### config.mk
export PLATFORM = sky130hd
export DESIGN_NAME = reorder_buffer
export DESIGN_NICKNAME = d
export VERILOG_FILES = /design/src/rtl/reorder_buffer.sv
export SDC_FILE = /design/constraint.sdc
export NUM_CORES = 1
export LEC_CHECK = 0
export CAP_MARGIN = 40
export CORE_ASPECT_RATIO = 0.75
export CORE_UTILIZATION = 45
export DETAILED_ROUTE_END_ITERATION = 8
export GPL_TIMING_DRIVEN = 1
export PLACE_DENSITY = 0.68
export SYNTH_ARGS = -nofsm -noshare
export SYNTH_HDL_FRONTEND = slang
export SYNTH_SLANG_ARGS = --single-unit
export TNS_END_PERCENT = 1
### constraint.sdc
create_clock -name clk -period 6.7 [get_ports clk]
set_clock_uncertainty 0.15 [all_clocks]
set_input_delay 1.005 -clock clk [delete_from_list [all_inputs] [get_ports clk]]
set_output_delay 1.005 -clock clk [all_outputs]
set_load 0.02 [all_outputs]
### src/rtl/reorder_buffer.sv
// In-order retirement buffer between dispatch and the rename commit port.
// Entries are allocated at tail, marked done by writeback, and retired from
// head one per cycle. A retiring mispredicted entry flushes every younger
// entry and raises a one-cycle recovery pulse alongside its commit.
module reorder_buffer #(
  parameter int DEPTH = 16,
  parameter int TAG_W = 4
) (
  input  logic             clk,
  input  logic             rst,
  input  logic             dis_valid,
  output logic             dis_ready,
  input  logic [15:0]      dis_pc,
  input  logic [6:0]       dis_P_rd_new,
  input  logic [6:0]       dis_P_rd_old,
  input  logic [5:0]       dis_A_rd,
  input  logic             dis_use_rd,
  output logic [TAG_W-1:0] dis_tag,
  input  logic             wb_valid,
  input  logic [TAG_W-1:0] wb_tag,
  input  logic             wb_mispredict,
  output logic             commit_valid,
  output logic [15:0]      commit_pc,
  output logic [6:0]       commit_P_rd_new,
  output logic [6:0]       commit_P_rd_old,
  output logic [5:0]       commit_A_rd,
  output logic             commit_wb_en,
  output logic             recovery,
  output logic             rob_empty
);

  localparam logic [TAG_W:0] PTR_ONE = {{TAG_W{1'b0}}, 1'b1};

  // Pointers carry a wrap bit in the MSB so full and empty are distinguishable.
  logic [TAG_W:0]   head;
  logic [TAG_W:0]   tail;
  logic [TAG_W-1:0] head_idx;
  logic [TAG_W-1:0] tail_idx;

  logic [15:0]      pc_mem     [DEPTH];
  logic [6:0]       prd_new_mem[DEPTH];
  logic [6:0]       prd_old_mem[DEPTH];
  logic [5:0]       ard_mem    [DEPTH];
  logic [DEPTH-1:0] use_mem;
  logic [DEPTH-1:0] done_mem;
  logic [DEPTH-1:0] misp_mem;

  logic empty;
  logic full;
  logic dis_fire;
  logic wb_fire;
  logic retire;
  logic flush;

  // A tag is live when its distance from head is below the occupancy.
  function automatic logic in_window(input logic [TAG_W-1:0] tag,
                                     input logic [TAG_W:0]   hd,
                                     input logic [TAG_W:0]   tl);
    logic [TAG_W:0] ofs;
    logic [TAG_W:0] cnt;
    ofs = {1'b0, tag - hd[TAG_W-1:0]};
    cnt = tl - hd;
    return ofs < cnt;
  endfunction

  assign head_idx  = head[TAG_W-1:0];
  assign tail_idx  = tail[TAG_W-1:0];
  assign empty     = (head == tail);
  assign full      = (head_idx == tail_idx) && (head[TAG_W] != tail[TAG_W]);
  assign dis_ready = !full && !recovery;
  assign dis_tag   = tail_idx;
  assign rob_empty = empty;
  assign dis_fire  = dis_valid && dis_ready;
  assign wb_fire   = wb_valid && !recovery && in_window(wb_tag, head, tail);
  assign retire    = !empty && done_mem[head_idx];
  assign flush     = retire && misp_mem[head_idx];

  // Payload capture on dispatch; slots are only read once known to be live.
  always_ff @(posedge clk) begin
    if (dis_fire) begin
      pc_mem[tail_idx]      <= dis_pc;
      prd_new_mem[tail_idx] <= dis_P_rd_new;
      prd_old_mem[tail_idx] <= dis_P_rd_old;
      ard_mem[tail_idx]     <= dis_A_rd;
      use_mem[tail_idx]     <= dis_use_rd;
    end
  end

  // Completion status: cleared at allocation, set by writeback to live slots.
  always_ff @(posedge clk) begin
    if (!rst) begin
      if (dis_fire) begin
        done_mem[tail_idx] <= 1'b0;
        misp_mem[tail_idx] <= 1'b0;
      end
      if (wb_fire) begin
        done_mem[wb_tag] <= 1'b1;
        misp_mem[wb_tag] <= wb_mispredict;
      end
    end
  end

  // Pointer update; a flush collapses tail onto the new head and drops dispatch.
  always_ff @(posedge clk) begin
    if (rst) begin
      head <= '0;
      tail <= '0;
    end else begin
      if (retire) begin
        head <= head + PTR_ONE;
      end
      if (flush) begin
        tail <= head + PTR_ONE;
      end else if (dis_fire) begin
        tail <= tail + PTR_ONE;
      end
    end
  end

  // Registered commit stage: pulses for one cycle, payload holds otherwise.
  always_ff @(posedge clk) begin
    if (rst) begin
      commit_valid    <= 1'b0;
      commit_wb_en    <= 1'b0;
      recovery        <= 1'b0;
      commit_pc       <= '0;
      commit_P_rd_new <= '0;
      commit_P_rd_old <= '0;
      commit_A_rd     <= '0;
    end else begin
      commit_valid <= retire;
      recovery     <= flush;
      commit_wb_en <= retire && use_mem[head_idx] && (ard_mem[head_idx] != '0);
      if (retire) begin
        commit_pc       <= pc_mem[head_idx];
        commit_P_rd_new <= prd_new_mem[head_idx];
        commit_P_rd_old <= prd_old_mem[head_idx];
        commit_A_rd     <= ard_mem[head_idx];
      end
    end
  end

endmodule

After elaboration in Yosys (flattened, before gate mapping):

Memories as Yosys holds them, arrays and structs flattened. A register that Yosys moved wholly into a read port is not among the register bits.
Index checks and enable logic that the tools add are counted.

* multiplexer cells: 24
* eq/ne operators: 3
* divide/modulo/power cells: 0
* bitwise logic cells: 4
* reduce and logical (&&, ||, !) cells: 16
* order comparisons: 6
* multiply operators: 0
* shift-type cells: 0
* add/subtract/negate cells: 4

Operator list (count)
* 16-bit 2-to-1 mux: 6
* 16-bit bitwise AND: 2
* 16-bit bitwise mux: 2
* 16-bit inverter: 1
* 16-bit bitwise OR: 1
* 4-bit by 5-bit < comparator with 1-bit output, second input constant: 3
* 1-bit binary-select mux with 4-bit select: 3
* 1-bit logical AND: 11
* 5-bit by 1-bit adder with 5-bit output, second input constant: 2
* 5-bit 2-to-1 mux: 2
* 1-bit demux with 4-bit select: 2
* 4-bit by 1-bit greater-or-equal comparator with 1-bit output, second input constant: 2
* 4-bit 2-to-1 mux: 2
* 1-bit 2-to-1 mux: 7
* 6-bit nonzero test: 1
* 5-bit == test: 1
* 4-bit by 5-bit < comparator with 1-bit output: 1
* 5-bit subtractor: 1
* 4-bit == test: 1
* 4-bit subtractor: 1
* 1-bit zero test: 3
* 2-bit nonzero test: 1
* 1-bit inequality test: 1

* bits in latches: 0
* output and inout bits: 45
* memory bits (read-only): 0
* memory bits (writable): 576
* logic and storage cells: 70
* input bits: 46
* flip-flop bits (word level): 67
* memories: 4

Memories
* pc_mem: words 16, width 16, rd ports 1, clocked after Yosys merged registers in 1, wr ports 1, RTL line 40 `logic [15:0] pc_mem [DEPTH];`
* prd_new_mem: words 16, width 7, rd ports 1, clocked after Yosys merged registers in 1, wr ports 1, RTL line 41 `logic [6:0] prd_new_mem[DEPTH];`
* prd_old_mem: words 16, width 7, rd ports 1, clocked after Yosys merged registers in 1, wr ports 1, RTL line 42 `logic [6:0] prd_old_mem[DEPTH];`
* ard_mem: words 16, width 6, rd ports 1, clocked after Yosys merged registers in 1, wr ports 1, RTL line 43 `logic [5:0] ard_mem [DEPTH];`

Longest topological paths before layout:

* depth in word-level cells: 10
* depth in mapped cells: 14

Worst setup path after synthesis:

Ideal clock, no wire load.

* kind: reg2reg
* start point: register head[1]
* end point: memory ard_mem[15][0], enable pin
* data arrival time: 4.197 ns
* setup time: 0.434 ns
* period minus slack after synthesis: 4.782 ns
* stages on the path, launching flop included: 11
* slack: 1.918 ns
* cell sequence: dfxtp_1 -> buf_2 -> buf_2 -> buf_2 -> buf_2 -> inv_1 -> ha_1 -> and4_1 -> a211oi_2 -> nand2_1 -> nor2_1

* word-level cells in the longest chain between the ends: 7

RTL lines
* from (decl): RTL line 35 `logic [TAG_W:0] head;`
* from (signal assigned): RTL line 110 `head <= head + PTR_ONE;`
* 4-bit == test: RTL line 69 `assign full = (head_idx == tail_idx) && (head[TAG_W] != tail[TAG_W]);`
* 1-bit logical AND: RTL line 69
* 1-bit zero test: RTL line 70 `assign dis_ready = !full && !recovery;`
* 1-bit logical AND: RTL line 70
* 1-bit logical AND: RTL line 73 `assign dis_fire = dis_valid && dis_ready;`
* 1-bit 2-to-1 mux: RTL line 80 `if (dis_fire) begin`
* 1-bit 2-to-1 mux (implied by the code): RTL line 84 `ard_mem[tail_idx] <= dis_A_rd;`
* to (decl): RTL line 43

No other way between the ends.

Final worst setup path:

* start point: register head[1]
* end point: output rob_empty

* word-level cells in the longest chain between the ends: 1

RTL lines
* 5-bit == test: RTL line 68 `assign empty = (head == tail);`
* to (decl): RTL line 29 `output logic rob_empty`

No other way between the ends.

==> results <==
- The number of sinks on the clock net is 677.
- The number of max-cap violations is 0.
- The number of global-route vias before repair is 13300.
- For this run the aggregate overflow at the end of global routing stands at 0.
- The via count is 12700.
- The completed layout was analyzed and its total power is 0.0120 W.
- At the end of the flow, the number of nets in the layout was 1464.
- The floorplan has 76 rows.
- In this run the critical register-to-register path is launched from head[1].
- The cell count after synthesis came out at 1277.
- The CTS H-tree depth is 3.
- The clock transition time at the flip-flop clock pins of the worst setup and hold paths is 60 ps.
- At the end of routability-driven placement, the weighted congestion stood at 0.842.
- The number of different library cells in the post-synthesis netlist is 41.
- The number of top-level design ports is 91.
- The shortest period the worst path allows is 4200 ps.
- The worst setup path startpoint is head[1].
- The total setup violations reported at the end of the flow is 0.
- The area of the mapped netlist is 26500 um^2.
- For this design, the CTS-stage hold fixing added 0 buffers.
- The initial antenna violation count is 2.
- The cell area after placement is 28500 um^2.
- The final critical path takes up 62.7% of the cycle.
- The post-route netlist has 23.1% of its cells at a drive strength greater than 1.
- The biggest area consumer among synthesized cells is sky130_fd_sc_hd__edfxtp_1.
- The critical path ends at rob_empty.
- VDD sags by at most 217 uV.
- The total power per unit cell area is 390 nW/um^2.
- Relative to the synthesized area, the layout overhead comes to 16.0%.
- For this run, design rule violations remaining after detail routing come to 0.
- After the first detailed-routing iteration, the DRC count stood at 1429.
- The die footprint is 59800 um^2.
- The post-CTS repair timing setup buffer count is 0.
- Once the floorplan was initialized, standard cells occupied 45.8% of the core.
- The total of flip-flops plus latches after synthesis is 677.
- Adding up every negative setup slack in the final design gives 0 ps.
- The Yosys step of the flow raised 0 warnings.
- At the worst endpoint, the required time is 5540 ps.
- Headroom to the max-slew limit came out at 43.3%.
- The core region is 57800 um^2.
- The clock tree from TritonCTS is yes.
- The synthesized design contains 624 enable-type register cells.
- The worst path arrival time is 3040 ps.
- After synthesis, flip-flops and latches occupy 74.7% of the total area.
- The count of pins over their slew limit came to 0.
- The floorplan step set the die width to 282 um.
- In this run the critical register-to-register path is captured at prd_new_mem[7][5].
- The critical path startpoint category is a register.
- The type of the worst setup path is register to primary output.
- The total CTS buffers is 66.
- The buffer levels on the longest clock path is 3.
- The net count of the mapped netlist is 1340.
- The number of cells traversed by the worst register-to-register path is 8.
- For this run, the leading register cell type out of synthesis is sky130_fd_sc_hd__edfxtp_1.
- Sorting the synthesized cells by how often they occur yields sky130_fd_sc_hd__edfxtp_1 (624), sky130_fd_sc_hd__mux4_2 (184), sky130_fd_sc_hd__mux2i_1 (60).
- The average cell area after synthesis is 20.7 um^2.
- The average wire length per cell after detail routing is 25.0 um.
- The area of all placed cells without fillers is 30700 um^2.
- The kind of end point of the critical path is a primary output.
- CTS placed an instance of sky130_fd_sc_hd__clkbuf_16 at the clock tree root.
- The share of async-settable or async-resettable flops after synthesis is 0%.
- The via density per instance is 5.70.
- The run finished with clean final reports.
- The number of hold-slack violations in the final timing report came to 0.
- Setup repair after global routing left no endpoint under its margin.
- Yosys instantiated no cell more often than sky130_fd_sc_hd__edfxtp_1.
- The fmax is 238 MHz.
- The aggregate global-route resource usage is 19.3%.
- The first-pass GRT wire length is 84500 um.
- The reg2reg setup slack is 2730 ps.
- On the final layout, the worst hold slack is 348 ps.
- The clock reaches the later pin of the worst-skew pair after 610 ps.
- The min-delay analysis places its worst path in the category register to register.
- Summed over all cells, the static leakage comes to 9.94 nW.
- Entering global routing, the biggest net connects 92 pins.
- Ranked by total cell area, the synthesized netlist is headed by sky130_fd_sc_hd__edfxtp_1 (71%), sky130_fd_sc_hd__mux4_2 (16%), sky130_fd_sc_hd__dfxtp_1 (4.0%), sky130_fd_sc_hd__mux2i_1 (2.3%), sky130_fd_sc_hd__nand2_1 (0.77%).
- The die is 212 um tall.
- For this block, the routed nets add up to 55800 um of wire.
- Of the post-synthesis cell area, the dominant cell type holds 70.7%.
- 0 antenna diodes ended up in the layout.
- The post-cts resize count is 0.
- The remaining number of nets flagged by the antenna check after routing is 0.
- The wire-length estimate of the detail-placed layout is 32300 um.
- The highest net fanout along the worst path is 21.
- In this run the tool buffered the top-level ports with 90 buffer cells.
- For the pin with the worst max-slew slack, the measured transition is 851 ps.
- Before antenna repair, the detailed router went through 5 iterations.
## routing by layer
metal,vias up,part of all wire [%],GRT usage (%)
met5,-,0.048,0
met2,448,46,29.1
met1,6713,46,28.7
li1,5471,-,-
met4,4,1.8,4.86
met3,78,6.8,4.36
## worst max-delay path, stage by stage (launching register included)
cell	delay (ps)
sky130_fd_sc_hd__dfxtp_4	590
sky130_fd_sc_hd__inv_1	250
sky130_fd_sc_hd__ha_1	360
sky130_fd_sc_hd__and4_1	330
sky130_fd_sc_hd__nand2_1	230
sky130_fd_sc_hd__inv_1	100
sky130_fd_sc_hd__clkdlybuf4s50_1	600
## cell type report
| cell class | count | area, um^2 |
|---|---|---|
| Multi-Input combinational cell | 511 | 6340 |
| Clock inverter | 40 | 514 |
| Sequential cell | 677 | 19800 |
| Fill cell | 4516 | 27100 |
| Tap cell | 780 | 976 |
| Inverter | 23 | 86.3 |
| Timing Repair Buffer | 122 | 1290 |
| Clock buffer | 79 | 1700 |
## metrics by stage
step	instances	util [%]	worst slack, ps
6_report	2232	53.1	2500
5_1_grt	2232	53.1	2330
3_3_place_gp	2103	48.9	1870
4_1_cts	2232	53.1	2450
2_1_floorplan	1277	-	1920
3_5_place_dp	2113	49.3	2280
## registers in the layout, summed over array words and instances (netlist names), named ones only
signal and flops:
prd_new_mem 112, commit_wb_en 1, misp_mem 16, commit_P_rd_new 7, prd_old_mem 112, head 5
commit_valid 1, commit_A_rd 6, done_mem 16, pc_mem 256, use_mem 16, recovery 1
ard_mem 96, tail 5, commit_pc 16, commit_P_rd_old 7
## kinds of logic (layout without fill, tap and decap cells)
family,after synthesis,in the layout,synth area share (%)
multiplexers,247,247,18.2
AND/OR/NAND/NOR,167,167,2.77
buffers and inverters,89,264,1.50
XOR/XNOR,17,17,0.562
adder cells (fa/ha/maj),17,17,0.860
AO/OA/AOI/OAI,63,63,1.41
flip-flops,677,677,74.7
## placed cells by master (no fill, tap or decap), types with 31 or more instances in the layout
master and count:
sky130_fd_sc_hd__clkdlybuf4s50_1 89, sky130_fd_sc_hd__dfxtp_1 50, sky130_fd_sc_hd__mux2i_1 60, sky130_fd_sc_hd__o21ai_0 31
sky130_fd_sc_hd__mux4_2 184, sky130_fd_sc_hd__nor2_1 47, sky130_fd_sc_hd__edfxtp_1 624, sky130_fd_sc_hd__nand2_1 53
sky130_fd_sc_hd__clkbuf_16 66
## how the worst min path moves through the flow
stage | startpoint | depth (start not counted) | slack, ps | endpoint
after floorplan | done_mem[4] | 2 | 350 | done_mem[4]
after global placement | commit_P_rd_new[6] | 2 | 330 | commit_P_rd_new[6]
after detailed placement | commit_P_rd_old[4] | 2 | 340 | commit_P_rd_old[4]
after CTS | commit_P_rd_old[4] | 2 | 350 | commit_P_rd_old[4]
after global routing | commit_pc[4] | 2 | 360 | commit_pc[4]
final | commit_pc[5] | 2 | 350 | commit_pc[5]
## report_power, final
group          internal [W]  switching [W]  total [W]
clock               0.00219        0.00160    0.00379
sequential          0.00508       0.000194    0.00527
combinational       0.00136        0.00156    0.00292
total               0.00863        0.00335     0.0120
No activity file was read; power rests on OpenSTA's default activity.
